==> src/rtl/coin_dispenser.sv <==
// Change-return stage: queues denomination requests from the vending FSM,
// fires one coin-tube solenoid at a time, confirms each coin through the
// drop-chute sensor and keeps a per-tube inventory with empty/fault reporting.
//
// state  | meaning
// -------+-----------------------------------------------------------
// S_IDLE | pop next request; discard it (and flag) if its tube is empty
// S_FIRE | selected solenoid held high for PULSE_CYCLES clocks
// S_WAIT | solenoid released, waiting up to TIMEOUT clocks for the coin
// S_GAP  | one quiet cycle between coins; books a coin sensed during FIRE
module coin_dispenser #(
    parameter int DEPTH        = 4,
    parameter int PULSE_CYCLES = 8,
    parameter int TIMEOUT      = 32,
    parameter int TUBE_CAP     = 50,
    parameter int CNT_W        = 6
) (
    input  logic       CLK,
    input  logic       RST,
    input  logic       DROP50,
    input  logic       DROP100,
    input  logic       DROP500,
    input  logic       DROP1000,
    input  logic       Refill,
    input  logic       CoinSensed,
    output logic       SOL50,
    output logic       SOL100,
    output logic       SOL500,
    output logic       SOL1000,
    output logic       Busy,
    output logic [3:0] Empty,
    output logic       Fault
);

    localparam int PTR_W   = (DEPTH > 1) ? $clog2(DEPTH) : 1;
    localparam int TMR_MAX = (PULSE_CYCLES > TIMEOUT) ? PULSE_CYCLES : TIMEOUT;
    localparam int TMR_W   = $clog2(TMR_MAX + 1);

    typedef enum logic [1:0] {
        S_IDLE,
        S_FIRE,
        S_WAIT,
        S_GAP
    } state_t;

    state_t             state;
    logic [1:0]         sel;
    logic [3:0]         sol;
    logic [TMR_W-1:0]   timer;
    logic               sensed;
    logic [CNT_W-1:0]   count [4];
    logic [3:0]         empty_r;
    logic               fault_r;

    logic [1:0]         fifo_mem [DEPTH];
    logic [PTR_W-1:0]   wr_ptr;
    logic [PTR_W-1:0]   rd_ptr;
    logic [PTR_W:0]     fifo_cnt;
    logic               fifo_empty;
    logic               fifo_full;
    logic [1:0]         head;

    logic [3:0]         drop_vec;
    logic               drop_any;
    logic               drop_multi;
    logic [1:0]         drop_code;
    logic               push;
    logic               pop;
    logic               enq_fault;

    assign drop_vec   = {DROP1000, DROP500, DROP100, DROP50};
    assign drop_any   = |drop_vec;
    assign drop_multi = (drop_vec & (drop_vec - 4'd1)) != 4'd0;

    assign fifo_empty = (fifo_cnt == '0);
    assign fifo_full  = (fifo_cnt == (PTR_W+1)'(DEPTH));
    assign head       = fifo_mem[rd_ptr];

    // a full queue still takes a request when the head leaves on the same edge
    assign pop       = (state == S_IDLE) && !fifo_empty;
    assign push      = drop_any && (!fifo_full || pop);
    assign enq_fault = drop_multi || (drop_any && fifo_full && !pop);

    // simultaneous requests collapse to the highest denomination
    always_comb begin
        drop_code = 2'd0;
        if (DROP1000)     drop_code = 2'd3;
        else if (DROP500) drop_code = 2'd2;
        else if (DROP100) drop_code = 2'd1;
    end

    // request storage; contents need no reset since occupancy gates reads
    always_ff @(posedge CLK) begin
        if (push) fifo_mem[wr_ptr] <= drop_code;
    end

    // queue pointers and occupancy
    always_ff @(posedge CLK) begin
        if (RST) begin
            wr_ptr   <= '0;
            rd_ptr   <= '0;
            fifo_cnt <= '0;
        end else begin
            if (push) wr_ptr <= wr_ptr + PTR_W'(1);
            if (pop)  rd_ptr <= rd_ptr + PTR_W'(1);
            fifo_cnt <= fifo_cnt + (PTR_W+1)'(push) - (PTR_W+1)'(pop);
        end
    end

    // dispense sequencer, inventory, empty flags and sticky fault
    always_ff @(posedge CLK) begin
        if (RST) begin
            state   <= S_IDLE;
            sel     <= 2'd0;
            sol     <= 4'd0;
            timer   <= '0;
            sensed  <= 1'b0;
            empty_r <= 4'd0;
            fault_r <= 1'b0;
            for (int i = 0; i < 4; i++) count[i] <= CNT_W'(TUBE_CAP);
        end else begin
            for (int i = 0; i < 4; i++) empty_r[i] <= (count[i] == '0);

            case (state)
                S_IDLE: begin
                    sol <= 4'd0;
                    if (!fifo_empty) begin
                        sel <= head;
                        if (count[head] == '0) begin
                            fault_r <= 1'b1;
                        end else begin
                            state  <= S_FIRE;
                            sol    <= 4'b0001 << head;
                            timer  <= TMR_W'(PULSE_CYCLES - 1);
                            sensed <= 1'b0;
                        end
                    end else if (Refill) begin
                        for (int i = 0; i < 4; i++) count[i] <= CNT_W'(TUBE_CAP);
                        fault_r <= 1'b0;
                    end
                end
                S_FIRE: begin
                    if (timer == '0) begin
                        sol <= 4'd0;
                        if (sensed || CoinSensed) begin
                            sensed <= 1'b1;
                            state  <= S_GAP;
                        end else begin
                            timer <= TMR_W'(TIMEOUT - 1);
                            state <= S_WAIT;
                        end
                    end else begin
                        timer <= timer - TMR_W'(1);
                        if (CoinSensed) sensed <= 1'b1;
                    end
                end
                S_WAIT: begin
                    if (CoinSensed) begin
                        if (count[sel] != '0) count[sel] <= count[sel] - CNT_W'(1);
                        sensed <= 1'b0;
                        state  <= S_GAP;
                    end else if (timer == '0) begin
                        count[sel] <= '0;
                        fault_r    <= 1'b1;
                        state      <= S_IDLE;
                    end else begin
                        timer <= timer - TMR_W'(1);
                    end
                end
                S_GAP: begin
                    if (sensed && count[sel] != '0) count[sel] <= count[sel] - CNT_W'(1);
                    sensed <= 1'b0;
                    state  <= S_IDLE;
                end
                default: state <= S_IDLE;
            endcase

            // request-side errors win over a same-cycle refill clear
            if (enq_fault) fault_r <= 1'b1;
        end
    end

    assign SOL50   = sol[0];
    assign SOL100  = sol[1];
    assign SOL500  = sol[2];
    assign SOL1000 = sol[3];
    assign Busy    = !fifo_empty || (state != S_IDLE);
    assign Empty   = empty_r;
    assign Fault   = fault_r;

endmodule
==> config.mk <==
export PLATFORM = sky130hd
export DESIGN_NAME = coin_dispenser
export DESIGN_NICKNAME = d
export VERILOG_FILES = /design/src/rtl/coin_dispenser.sv
export SDC_FILE = /design/constraint.sdc
export NUM_CORES = 1
export LEC_CHECK = 0
export ABC_CLOCK_PERIOD_IN_PS = 5850
export BUFFER_PORTS_ARGS = -buffer_cell sky130_fd_sc_hd__buf_2
export CAP_MARGIN = 40
export CELL_PAD_IN_SITES_DETAIL_PLACEMENT = 1
export CELL_PAD_IN_SITES_GLOBAL_PLACEMENT = 1
export CORE_ASPECT_RATIO = 1.5
export CORE_UTILIZATION = 45
export DETAILED_ROUTE_END_ITERATION = 10
export PLACE_DENSITY = 0.8
export REMOVE_ABC_BUFFERS = 1
export SETUP_SLACK_MARGIN = 0.4
export SLEW_MARGIN = 10
export SYNTH_ARGS = -nofsm -noshare
export SYNTH_HDL_FRONTEND = slang
export SYNTH_SLANG_ARGS = --single-unit
==> constraint.sdc <==
create_clock -name CLK -period 5.85 [get_ports CLK]
set_input_delay 1.4625 -clock CLK [delete_from_list [all_inputs] [get_ports CLK]]
set_output_delay 1.4625 -clock CLK [all_outputs]
set_load 0.1 [all_outputs]
* Yosys cells after proc, flatten, opt, wreduce, memory -nomap -nowiden
Memory sizes are Yosys's and may differ from the RTL's. A register that Yosys moved wholly into a read port is not among the register bits. Cells that the tools add are included.
Storage, ports and cells: output and inout bits 10, bits of input ports 8, flip-flop bits (word level) 27, memories kept 2, memory bits (writable) 32, word-level logic and storage cells 151
Memories:
- count | depth 4, width 6, rd ports 6, clocked after memory_dff 1, write ports 4, RTL line 51 | logic [CNT_W-1:0] count [4];
- fifo_mem | depth 4, width 2, rd ports 1, clocked after memory_dff 1, write ports 1, RTL line 55 | logic [1:0] fifo_mem [DEPTH];
Operators by class: reductions and logical operators 34, eq/ne operators 18, shift operators 1, add/subtract/negate cells 7, bitwise operators 8, mux-type cells 71
Operators with widths (number):
- two-way mux 6 bit | 13
- two-way mux 1 bit | 38
- zero test 6 bit | 6
- two-way mux 2 bit | 12
- != test 3 bit, second input constant | 6
- one-hot mux 6 bit (3 select lines) | 1
- two-way mux 4 bit | 3
- != test 2 bit, second input constant | 6
- subtractor 6 x 1 -> 6 bit, second input constant | 2
- AND reduction 5 bit | 2
- one-hot mux 2 bit (4 select lines) | 1
- one-hot mux 4 bit (2 select lines) | 1
- OR 1 bit | 6
- AND reduction 6 bit | 1
- nonzero test 3 bit | 2
- nonzero test 6 bit | 1
- OR reduction 6 bit | 1
- logical AND 1 bit | 5
- adder 2 x 1 -> 2 bit, second input constant | 2
- bitwise AND 4 bit | 1
- equality test 2 bit, second input constant | 2
- logical OR 1 bit | 4
- != test 4 x 3 -> 1 bit, second input constant | 1
- != test 4 bit, second input constant | 1
- 17 further kinds | 21

* Longest topological paths before layout
depth in word-level cells 10, gate-level depth with buffers 12, mapped depth without buffers 11

* Worst setup path before layout
OpenSTA, ideal clock, no wires.
path type input to register, start input port DROP500, end register fifo_cnt[1], stages on the path 9, data required time 5.736 ns, setup slack 2.699 ns, buffers on the path 0, arrival 3.038 ns, setup time 0.114 ns, cells stage by stage or2_2 > nor3_1 > nor2_1 > inv_1 > ha_1 > inv_1 > ha_1 > fa_1 > nor2b_1
Between the ends: word-level cells in the longest chain between the ends 4
Ends and longest elaborated chain:
- start: declaration | RTL line 22 | input logic DROP500,
- OR reduction 4 bit | RTL line 72 | assign drop_any = |drop_vec;
- logical AND 1 bit | RTL line 81 | assign push = drop_any && (!fifo_full || pop);
- adder 3 x 1 -> 3 bit | RTL line 106 | fifo_cnt <= fifo_cnt + (PTR_W+1)'(push) - (PTR_W+1)'(pop);
- subtractor 3 x 1 -> 3 bit | RTL line 106
- end signal: assignment | RTL line 106
- end: declaration | RTL line 58 | logic [PTR_W:0] fifo_cnt;
No other way between the ends. A chain may end at the register's enable or synchronous reset.

* Worst setup path after layout
start register state[0], end output port Busy
Between the ends: word-level cells in the longest chain between the ends 2
Ends and longest elaborated chain:
- start: declaration | RTL line 46 | state_t state;
- start signal: assignment | RTL line 113 | state <= S_IDLE;
- start signal: assignment | RTL line 132 | state <= S_FIRE;
- start signal: assignment | RTL line 147 | state <= S_GAP;
- nonzero test 2 bit | RTL line 187 | assign Busy = !fifo_empty || (state != S_IDLE);
- logical OR 1 bit | RTL line 187
- end: declaration | RTL line 30 | output logic Busy,
No other way between the ends.

==> impl_metrics.yaml <==
die:
  fp-row-count: 37
  die_y_um: 105
  io_pins: 18
  coreArea_um2: 6850
  die_x_um: 70.9
  start_util_pct: 46.8
  dieArea_um2: 7470
layout:
  n_antenna_cell: 0
  fillers: 766
  fin_nets: 347
  finalInstanceArea_um2: 3500
  area_growth_pct: 9.29
  drive_gt1_share_pct: 15.0
  fin_cells: 405
  final_util_pct: 51.1
routing:
  wl_per_cell_um: 18.2
  drt_iter0_drc: 120
  drc: 0
  first_pass_iters: 6
  wirelength_um: 7380
  vias: 2391
  routed_via_density: 5.90
  antenna_left: 0
setup_path:
  end_kind: "output pin"
  arrival_ns: 1.78
  crit_family: "buffers and inverters"
  startpoint_type: "flop"
  worst-path-buf-inv: 2
  ff2ff_path_depth: 8
  path_cells: "inv_1, ha_1, nand2_1, buf_2"
  r2r_setup_slack_ns: 2.90
  cp_slowest_cell: "dfxtp_1"
  cpPeakStageDelay_ns: 0.44
  required_ns: 4.39
  criticalPathCategory: "reg2out"
  r2r_end: "count[0][1]"
  crit_fanout: 8
sta:
  hold_viol: 0
  post-route-period-util_pct: 55.4
  setup_viol: 0
  slew_headroom_pct: 55.4
  rsz0062_at_grt: "no"
  fin_setup_tns_ns: 0
  final.min_clock_period_ns: 3.24
  clock_skew_ns: 0.00949
  drv_slew: 0
  worst_slew_pin_slew_ns: 0.663
  fmax_mhz: 309
synth:
  syn_area_per_cell_um2: 10.6
  yosysTopAreaCell: "edfxtp_1"
  async_flop_share_pct: 0
  yosys-top-cells-area: "edfxtp_1 30%, dfxtp_1 19%, ha_1 6.2%, mux4_2 4.9%, nor2_1 4.9%"
  yosysWarnings: 0
  synth-main-ff-cell: "edfxtp_1"
  synth_edf_count: 32
  netlist.area_leader.share_pct: 30.0
  yosysSeqAreaShare_pct: 49.4
  synth_most_common_cell: "nor2_1"
  ys_seq_elements: 63
  synthCells: 301
  synth.top_cells.by_count: "42 x nor2_1, 33 x nand2_1, 32 x edfxtp_1, 31 x dfxtp_1, 17 x inv_1"
  synthesis.area_um2: 3200
  ys_types: 57
clock_tree:
  cts_root_buf: "clkbuf_8"
  numCtsBuffers: 9
  cts_buffer_depth: 2
  cts_sinks: 63
  cts.clk_slew.worst_paths_ns: 0.07
  cts_tree: "done"
  postCtsHoldBufs: 0
  post_cts_buffers: 0
  cts.repair.resized: 0
  clk_latency_ns: 0.34
  cts.htree.levels: 3
job:
  cap_violations: 0
power_and_ir_drop:
  ir_drop_mv: 0.279
  power.density_nw_per_um2: 500
  power.leakage_nw: 1.33
outcome:
  status: "completed"
placement:
  gp_congestion: 0.828
  dp_hpwl_um: 5740
  io_buffers: 17
  post_dp_cell_area_um2: 3330
  dp.cells: 389
grt:
  grt_pass1_vias: 2588
  grt_overflow: 0
  antenna_found_initial: 0
  grt_max_degree: 30
  grt_pass1_wl_um: 12100
  grt_usage_pct: 21.9
hold_path:
  hold_depth: 1
  holdCritPathClass: "reg2reg"
  hold_end: "Empty[0]"
  worstHoldStart: "count[0][4]"
[where the power goes]
| part | internal (mW) | switching, mW |
|---|---|---|
| clock | 0.163 | 0.161 |
| sequential | 0.568 | 0.0892 |
| combinational | 0.269 | 0.502 |
| total | 1.00 | 0.752 |
[area by class of cell]
class                           count  area [µm²]  share of cell area [%]
Tap cell                           78        97.6                    2.79
Sequential cell                    63        1580                    45.2
Inverter                           17        63.8                    1.82
Clock buffer                       12         145                    4.14
Timing Repair Buffer               17        85.1                    2.43
Multi-Input combinational cell    214        1510                    43.0
Clock inverter                      4        22.5                   0.643
[flip-flops by register name, summed over array words and instances (netlist names), named ones only]
register and count:
sol 4, Empty 4, fifo_cnt 3, sel 2, state 2, rd_ptr 2, count 24, wr_ptr 2
fifo_mem 8, sensed 1, Fault 1, timer 6
[worst max-delay path by stage]
| stage | startpoint | end | slack, ns | depth (start not counted) |
|---|---|---|---|---|
| after floorplan | DROP500 | fifo_cnt[1] | 2.70 | 9 |
| after global placement | DROP1000 | fifo_cnt[2] | 2.48 | 11 |
| after detailed placement | DROP1000 | fifo_cnt[2] | 2.36 | 11 |
| after CTS | state[0] | Busy | 2.57 | 4 |
| after global routing | state[0] | Busy | 2.53 | 4 |
| final | state[0] | Busy | 2.61 | 4 |
[routing by layer]
metal  global-route usage, %  share of wire [%]
met1                    21.7                 38
met4                    12.7                4.0
met2                    41.3                 55
met5                       0                  0
met3                    4.40                2.4
[placed cells by master (no fill, tap or decap), types with 4 or more instances in the layout]
cell,netlist,layout
nor4_1,5,5
mux2i_1,4,4
nor2_1,42,42
or2_2,6,6
xnor2_1,6,6
nor3_1,10,10
o21ai_0,4,4
a21oi_1,11,11
ha_1,16,16
inv_1,17,17
mux4_2,7,7
nand2_1,33,33
and2_1,6,6
a22oi_1,4,4
xor2_1,5,5
buf_2,1,17
dfxtp_1,31,31
edfxtp_1,32,32
nor2b_1,4,4
clkbuf_8,1,10
[cells by family (layout without fill, tap and decap cells)]
family | count (synthesis) | in the layout | synth area share (%)
simple gates | 128 | 128 | 19.3
flops | 63 | 63 | 49.4
compound gates | 45 | 45 | 10.5
buf+inv | 24 | 50 | 3.63
fa+ha+maj | 18 | 18 | 7.18
mux | 12 | 12 | 6.99
xor+xnor | 11 | 11 | 3.01
[per-stage QoR]
stage          power [mW]  worst slack [ns]  hold WS [ns]
2_1_floorplan        1.24              2.70         0.435
3_3_place_gp         1.40              2.48         0.472
3_5_place_dp         1.44              2.36         0.477
4_1_cts              1.77              2.57         0.487
5_1_grt              1.87              2.53         0.510
6_report             1.75              2.61         0.479
Note: power is estimated with default switching activity, not from simulation.
